==> src/rtl/hilo_muldiv_unit.sv <==
// hilo_muldiv_unit
//   Iterative multiply/divide unit for the execute stage. It holds the
//   architectural HI/LO registers and serves mfhi/mflo reads.
//   mult/multu use a shift-add loop and div/divu use a restoring
//   shift-subtract loop. Each loop takes DATA_W cycles, followed by one
//   sign-fix cycle.
//
// Ports
//   clk, rst_n         clock, asynchronous active-low reset
//   start, operation   HiLo_Ctrl strobe and op code (011000 mult,
//                      011001 multu, 011010 div, 011011 divu)
//   operand_a/b        rs / rt values
//   mfhi, mflo         HI / LO read requests
//   flush              abort an in-flight operation
//   busy, done, stall  status (done = one-cycle pulse, new HI/LO visible)
//   hi, lo             architectural HI / LO registers
//   read_data          mfhi/mflo result (HI has priority)
//   dbg_state          current FSM state (0 IDLE, 1 CALC, 2 FIX)
//
// Handshake: an operation is accepted on a rising edge where the unit is
// IDLE, start=1, the op code is valid and flush=0. While busy, start and
// mfhi/mflo raise stall and are not acted on. Upstream holds the
// instruction until stall drops.
module hilo_muldiv_unit #(
  parameter int DATA_W = 32
) (
  input  logic              clk,
  input  logic              rst_n,
  input  logic              start,
  input  logic [5:0]        operation,
  input  logic [DATA_W-1:0] operand_a,
  input  logic [DATA_W-1:0] operand_b,
  input  logic              mfhi,
  input  logic              mflo,
  input  logic              flush,
  output logic              busy,
  output logic              done,
  output logic              stall,
  output logic [DATA_W-1:0] hi,
  output logic [DATA_W-1:0] lo,
  output logic [DATA_W-1:0] read_data,
  output logic [1:0]        dbg_state
);

  localparam int CNT_W = $clog2(DATA_W) + 1;
  localparam logic [CNT_W-1:0] LAST_ITER = CNT_W'(DATA_W - 1);
  localparam logic [5:0] OP_MULT  = 6'b011000;
  localparam logic [5:0] OP_MULTU = 6'b011001;
  localparam logic [5:0] OP_DIV   = 6'b011010;
  localparam logic [5:0] OP_DIVU  = 6'b011011;

  typedef enum logic [1:0] {
    S_IDLE = 2'd0,
    S_CALC = 2'd1,
    S_FIX  = 2'd2
  } state_t;

  state_t                r_state;
  state_t                w_next;
  logic [CNT_W-1:0]      r_cnt;
  logic [2*DATA_W-1:0]   r_acc;     // mult: {partial, multiplier}; div: {rem, quot}
  logic [DATA_W-1:0]     r_b;       // multiplicand / divisor magnitude
  logic [DATA_W-1:0]     r_raw_a;
  logic                  r_is_div;
  logic                  r_neg_q;
  logic                  r_neg_r;
  logic                  r_dbz;
  logic [DATA_W-1:0]     r_hi;
  logic [DATA_W-1:0]     r_lo;
  logic                  r_done;

  logic                  w_op_valid;
  logic                  w_op_signed;
  logic                  w_op_div;
  logic                  w_accept;
  logic [DATA_W-1:0]     w_a_mag;
  logic [DATA_W-1:0]     w_b_mag;
  logic [DATA_W:0]       w_mul_sum;
  logic [2*DATA_W-1:0]   w_mul_next;
  logic [DATA_W:0]       w_rem_sh;
  logic [DATA_W:0]       w_diff;
  logic [2*DATA_W-1:0]   w_div_next;
  logic [2*DATA_W-1:0]   w_prod;
  logic [DATA_W-1:0]     w_quot;
  logic [DATA_W-1:0]     w_rem;
  logic [DATA_W-1:0]     w_fix_hi;
  logic [DATA_W-1:0]     w_fix_lo;
  logic                  w_commit;

  assign w_op_valid  = (operation == OP_MULT) || (operation == OP_MULTU) ||
                       (operation == OP_DIV)  || (operation == OP_DIVU);
  assign w_op_signed = (operation == OP_MULT) || (operation == OP_DIV);
  assign w_op_div    = (operation == OP_DIV)  || (operation == OP_DIVU);
  assign w_accept    = (r_state == S_IDLE) && start && w_op_valid && !flush;

  assign w_a_mag = (w_op_signed && operand_a[DATA_W-1]) ? -operand_a : operand_a;
  assign w_b_mag = (w_op_signed && operand_b[DATA_W-1]) ? -operand_b : operand_b;

  // Shift-add step: add the multiplicand into the upper half when the
  // current multiplier bit is set, then shift the whole accumulator right.
  assign w_mul_sum  = {1'b0, r_acc[2*DATA_W-1:DATA_W]} + {1'b0, r_b};
  assign w_mul_next = r_acc[0] ? {w_mul_sum, r_acc[DATA_W-1:1]}
                               : {1'b0, r_acc[2*DATA_W-1:DATA_W], r_acc[DATA_W-1:1]};

  // Restoring step: shift the next dividend bit into the remainder and try
  // a subtract. A non-negative result is kept and yields quotient bit 1.
  assign w_rem_sh   = {r_acc[2*DATA_W-1:DATA_W], r_acc[DATA_W-1]};
  assign w_diff     = w_rem_sh - {1'b0, r_b};
  assign w_div_next = w_diff[DATA_W] ? {w_rem_sh[DATA_W-1:0], r_acc[DATA_W-2:0], 1'b0}
                                     : {w_diff[DATA_W-1:0], r_acc[DATA_W-2:0], 1'b1};

  // Sign fix. The most-negative / -1 case falls out naturally: the quotient
  // magnitude 2^(W-1) negates to itself mod 2^W, and the remainder is 0.
  assign w_prod = r_neg_q ? -r_acc : r_acc;
  assign w_quot = r_neg_q ? -r_acc[DATA_W-1:0] : r_acc[DATA_W-1:0];
  assign w_rem  = r_neg_r ? -r_acc[2*DATA_W-1:DATA_W] : r_acc[2*DATA_W-1:DATA_W];

  always_comb begin
    w_fix_hi = w_prod[2*DATA_W-1:DATA_W];
    w_fix_lo = w_prod[DATA_W-1:0];
    if (r_is_div) begin
      if (r_dbz) begin
        w_fix_hi = r_raw_a;
        w_fix_lo = '1;
      end else begin
        w_fix_hi = w_rem;
        w_fix_lo = w_quot;
      end
    end
  end

  assign w_commit = (r_state == S_FIX) && !flush;

  always_comb begin
    w_next = r_state;
    case (r_state)
      S_IDLE: if (w_accept) w_next = S_CALC;
      S_CALC: begin
        if (flush)                   w_next = S_IDLE;
        else if (r_cnt == LAST_ITER) w_next = S_FIX;
      end
      S_FIX:   w_next = S_IDLE;
      default: w_next = S_IDLE;
    endcase
  end

  always_ff @(posedge clk or negedge rst_n) begin
    if (!rst_n) begin
      r_state <= S_IDLE;
      r_done  <= 1'b0;
      r_hi    <= '0;
      r_lo    <= '0;
    end else begin
      r_state <= w_next;
      r_done  <= w_commit;
      if (w_commit) begin
        r_hi <= w_fix_hi;
        r_lo <= w_fix_lo;
      end
    end
  end

  always_ff @(posedge clk or negedge rst_n) begin
    if (!rst_n) begin
      r_cnt    <= '0;
      r_acc    <= '0;
      r_b      <= '0;
      r_raw_a  <= '0;
      r_is_div <= 1'b0;
      r_neg_q  <= 1'b0;
      r_neg_r  <= 1'b0;
      r_dbz    <= 1'b0;
    end else if (w_accept) begin
      r_cnt    <= '0;
      r_acc    <= {{DATA_W{1'b0}}, w_a_mag};
      r_b      <= w_b_mag;
      r_raw_a  <= operand_a;
      r_is_div <= w_op_div;
      r_neg_q  <= w_op_signed && (operand_a[DATA_W-1] ^ operand_b[DATA_W-1]);
      r_neg_r  <= (operation == OP_DIV) && operand_a[DATA_W-1];
      r_dbz    <= w_op_div && (operand_b == '0);
    end else if (r_state == S_CALC) begin
      r_cnt <= r_cnt + 1'b1;
      r_acc <= r_is_div ? w_div_next : w_mul_next;
    end
  end

  assign busy      = (r_state != S_IDLE);
  assign done      = r_done;
  assign stall     = busy & (mfhi | mflo | start);
  assign hi        = r_hi;
  assign lo        = r_lo;
  assign read_data = mfhi ? r_hi : (mflo ? r_lo : '0);
  assign dbg_state = r_state;

endmodule

==> config.mk <==
export PLATFORM = sky130hd
export DESIGN_NAME = hilo_muldiv_unit
export DESIGN_NICKNAME = d
export VERILOG_FILES = /design/src/rtl/hilo_muldiv_unit.sv
export SDC_FILE = /design/constraint.sdc
export NUM_CORES = 1
export LEC_CHECK = 0
export CAP_MARGIN = 5
export CORE_MARGIN = 4
export CORE_UTILIZATION = 54
export CTS_BUF_LIST = sky130_fd_sc_hd__clkbuf_8
export CTS_CLUSTER_SIZE = 16
export DETAILED_ROUTE_END_ITERATION = 8
export PLACE_DENSITY = 0.88
export RECOVER_POWER = 100
export SYNTH_ARGS = -nofsm -noshare
export SYNTH_HDL_FRONTEND = slang
export SYNTH_SLANG_ARGS = --single-unit
==> constraint.sdc <==
create_clock -name clk -period 3.6 [get_ports clk]
set_clock_uncertainty 0.1 [all_clocks]
set_input_delay 0.72 -clock clk [delete_from_list [all_inputs] [get_ports clk]]
set_output_delay 0.72 -clock clk [all_outputs]
set_load 0.02 [all_outputs]
==> impl_metrics.ini, run 1 <==
[setup_path]
cp_data_arrival_time_ns = 3.91
timing.rr.start = r_acc[40]
worstSetupPathType = register to register
critical_path.startpoint_type = register
startpoint = r_acc[40]
r2r.worst_path.cells = 12
required_ns = 3.95
critPathMaxFanout = 6
worstSetupEndpointType = register

[routing]
avgRoutedWirePerCell_um = 21.7
remaining_drc_errors = 0
detail_route.iter0.violations = 2215
totalWireLength_mm = 58.8
antenna_left = 0
drt_pass1_iterations = 8
vias_per_cell = 6.41
detailroute.via_count = 17400

[sta]
least_margin_pin_slew_ns = 2.01
timing_hold_violations_final = 0
setup_viol = 0
period_share = 0.990
max_slew_margin = -0.340
setup_slack_ns = 0.0374
peak_clock_frequency_supported_by_timing_mhz = 281
final.min_clock_period_ns = 3.56
drv_slew = 76

[worst_hold_path]
min_path_type = register to register
worst_hold_path.num_cells = 1
hold_path.startpoint = r_cnt[5]

[finish]
layout.core_utilization = 0.672
ff_latch_area_um2 = 5130
finalNetCount = 2443
area_growth_syn_to_layout_pct = 21.4
multi_input_area_um2 = 10700
drive_above_1_share = 0.102
num_antenna_cells = 0
fillCellCount = 2483

[pwr]
total_power_uw = 15200
power.ir.vdd_worst_mv = 0.416
p_per_area_nw_per_um2 = 756
leakage_dissipation_uw = 0.00884

[synth]
yosys.cell_types.count = 83
yosys_warnings = 0
synthFlopType = sky130_fd_sc_hd__dfrtp_1
synthesis.nets = 2231
post_synth.cell_area_avg_um2 = 7.96
synth-edff-count = 0
post_synth_instance_area_um2 = 16600
syn-instance-count = 2084
ys_seq_elements = 205
synth-async-reset-ratio = 1.00
yosysSeqAreaShare = 0.309

[global_route]
global_route_wire_length_before_repair_mm = 92.7
grt_usage = 0.342
overflow = 0
grt_max_degree = 76
grt_antenna_before_repair = 0
first_global_vias = 16800

[outcome]
violated_checks = capacitance limit, slew limit
outcome = finished with violations

[floorplan]
die_height_um = 183
ios = 177
row_count = 63
core_area_um2 = 30000
initial_core_util = 0.554
design.die.area_um2 = 33600
dieWidth_um = 183

[clock_network]
cts_buffer_depth = 3
cts_tree = built
cts.sink_count = 205
clkTransAtPathRegs_ns = 0.07
root_buffer = sky130_fd_sc_hd__clkbuf_8
cts_inserted_buffers = 39
clk_latency_ns = 0.59
htree_num_levels = 2

[run]
maxCapViolations = 1

[placed_design]
gp_congestion = 0.985
placed_wire_length_estimate_mm = 44.8
preCtsSetupSlack_ns = -0.112
io_buffers = 176
==> layer usage <==
metal / global-route usage / up-vias / part of all wire
li1: - / 7857 / -
met1: 0.462 / 8231 / 0.39
met2: 0.541 / 1092 / 0.45
met3: 0.0692 / 207 / 0.11
met4: 0.138 / 0 / 0.044
met5: 0 / - / 0
==> flip-flops by register name (all words and copies together), names as in the netlist <==
| name | count |
|---|---|
| r_acc | 64 |
| r_is_div | 1 |
| r_neg_r | 1 |
| r_dbz | 1 |
| r_raw_a | 32 |
| hi | 32 |
| lo | 32 |
| r_neg_q | 1 |
| done | 1 |
| r_b | 32 |
| dbg_state | 2 |
| r_cnt | 6 |
==> report_power, final <==
part           internal, uW  leakage (uW)  switching [uW]
logic                  3900       0.00575            5310
registers              2800       0.00264             642
clock network          1440      0.000455            1120
==> cell usage in the layout (no fill, tap or decap), types with 18 or more instances in the layout <==
cell / synthesis / routed
sky130_fd_sc_hd__nand2_1: 299 / 299
sky130_fd_sc_hd__dfrtp_1: 205 / 203
sky130_fd_sc_hd__nor2_1: 173 / 174
sky130_fd_sc_hd__a21oi_1: 170 / 167
sky130_fd_sc_hd__o21ai_0: 115 / 144
sky130_fd_sc_hd__buf_4: 1 / 109
sky130_fd_sc_hd__xor2_1: 108 / 108
sky130_fd_sc_hd__dlygate4sd3_1: 0 / 101
sky130_fd_sc_hd__mux2i_1: 80 / 80
sky130_fd_sc_hd__xnor2_1: 77 / 77
sky130_fd_sc_hd__clkdlybuf4s50_1: 0 / 74
sky130_fd_sc_hd__inv_1: 65 / 71
sky130_fd_sc_hd__ha_1: 69 / 69
sky130_fd_sc_hd__clkbuf_8: 0 / 45
sky130_fd_sc_hd__a22o_1: 35 / 35
sky130_fd_sc_hd__nand3_1: 35 / 35
sky130_fd_sc_hd__nor3_1: 33 / 32
sky130_fd_sc_hd__o21ai_1: 61 / 32
sky130_fd_sc_hd__a21o_1: 30 / 30
sky130_fd_sc_hd__or3_1: 29 / 29
sky130_fd_sc_hd__o211ai_1: 28 / 28
sky130_fd_sc_hd__o31ai_1: 28 / 28
sky130_fd_sc_hd__nand2b_1: 22 / 22
sky130_fd_sc_hd__a211oi_1: 20 / 20
sky130_fd_sc_hd__o221ai_1: 18 / 18
==> critical path, stage by stage, from the launching register on <==
cell and delay, ns:
sky130_fd_sc_hd__dfrtp_1 0.39, sky130_fd_sc_hd__ha_1 0.38, sky130_fd_sc_hd__and3_1 0.22, sky130_fd_sc_hd__a2111o_1 0.43, sky130_fd_sc_hd__o31ai_2 0.34, sky130_fd_sc_hd__a21oi_2 0.13
sky130_fd_sc_hd__a21oi_2 0.26, sky130_fd_sc_hd__o31ai_1 0.12, sky130_fd_sc_hd__buf_4 0.15, sky130_fd_sc_hd__a311oi_2 0.28, sky130_fd_sc_hd__xnor2_1 0.15, sky130_fd_sc_hd__a211o_1 0.31
sky130_fd_sc_hd__a22o_1 0.18
==> per-stage QoR <==
step                cells  area [um^2]  setup TNS [ns]  hold slack (ns)
floorplan            2084        16600               0            0.324
global placement     2644        19400         -0.0128            0.360
detailed placement   2644        19400           -1.00            0.365
CTS                  2712        20200               0           0.0536
global route         2713        20100         -0.0736            0.411
finish               2713        20100               0            0.377
==> final cells by class <==
| class | instances | share of cell area |
|---|---|---|
| Tap cell | 390 | 0.0242 |
| Timing Repair Buffer | 317 | 0.136 |
| Sequential cell | 205 | 0.255 |
| Multi-Input combinational cell | 1666 | 0.530 |
| Inverter | 67 | 0.0125 |
| Clock buffer | 45 | 0.0308 |
| Clock inverter | 23 | 0.0114 |
==> synth_stat cells (61+ instances only) <==
master | instances | area [um^2]
sky130_fd_sc_hd__a21oi_1 | 170 | 851
sky130_fd_sc_hd__clkbuf_1 | 116 | 435
sky130_fd_sc_hd__dfrtp_1 | 205 | 5130
sky130_fd_sc_hd__ha_1 | 69 | 863
sky130_fd_sc_hd__inv_1 | 65 | 244
sky130_fd_sc_hd__mux2i_1 | 80 | 801
sky130_fd_sc_hd__nand2_1 | 299 | 1120
sky130_fd_sc_hd__nor2_1 | 173 | 649
sky130_fd_sc_hd__o21ai_0 | 115 | 576
sky130_fd_sc_hd__o21ai_1 | 61 | 305
sky130_fd_sc_hd__xnor2_1 | 77 | 674
sky130_fd_sc_hd__xor2_1 | 108 | 946
==> logic make-up after synthesis <==
| kind of cell | share of synthesized area |
|---|---|
| fa+ha+maj | 0.0545 |
| simple gates | 0.198 |
| xor+xnor | 0.0987 |
| compound gates | 0.236 |
| buf+inv | 0.0505 |
| flops | 0.309 |
| mux | 0.0531 |
==> final timing paths <==
path	to	slack (ns)
setup reg to reg	r_acc[59]	0.04
max in group asynchronous	r_b[28]	0.77
hold / removal	dbg_state[1]	0.38
hold reg to reg	dbg_state[1]	0.38
setup / recovery	r_acc[59]	0.04
min in group asynchronous	r_acc[9]	0.57
==> timing repair <==
action,CTS,global route
gates resized for setup,1,7
setup buffers,0,1
endpoints found under the setup margin,1,6
hold buffers,0,0
pin swaps,0,1
endpoints found under the hold margin,0,0
No activity file was read; power rests on OpenSTA's default activity.
==> inputs of run 2 (changes only) <==
--- a/config.mk
+++ b/config.mk
@@ -5,7 +5,6 @@
 export SDC_FILE = /design/constraint.sdc
 export NUM_CORES = 1
 export LEC_CHECK = 0
-export CAP_MARGIN = 5
 export CORE_MARGIN = 4
 export CORE_UTILIZATION = 54
 export CTS_BUF_LIST = sky130_fd_sc_hd__clkbuf_8
==> results of run 2 <==
The final DEF is identical to that of run 1; final timing and power are the same.
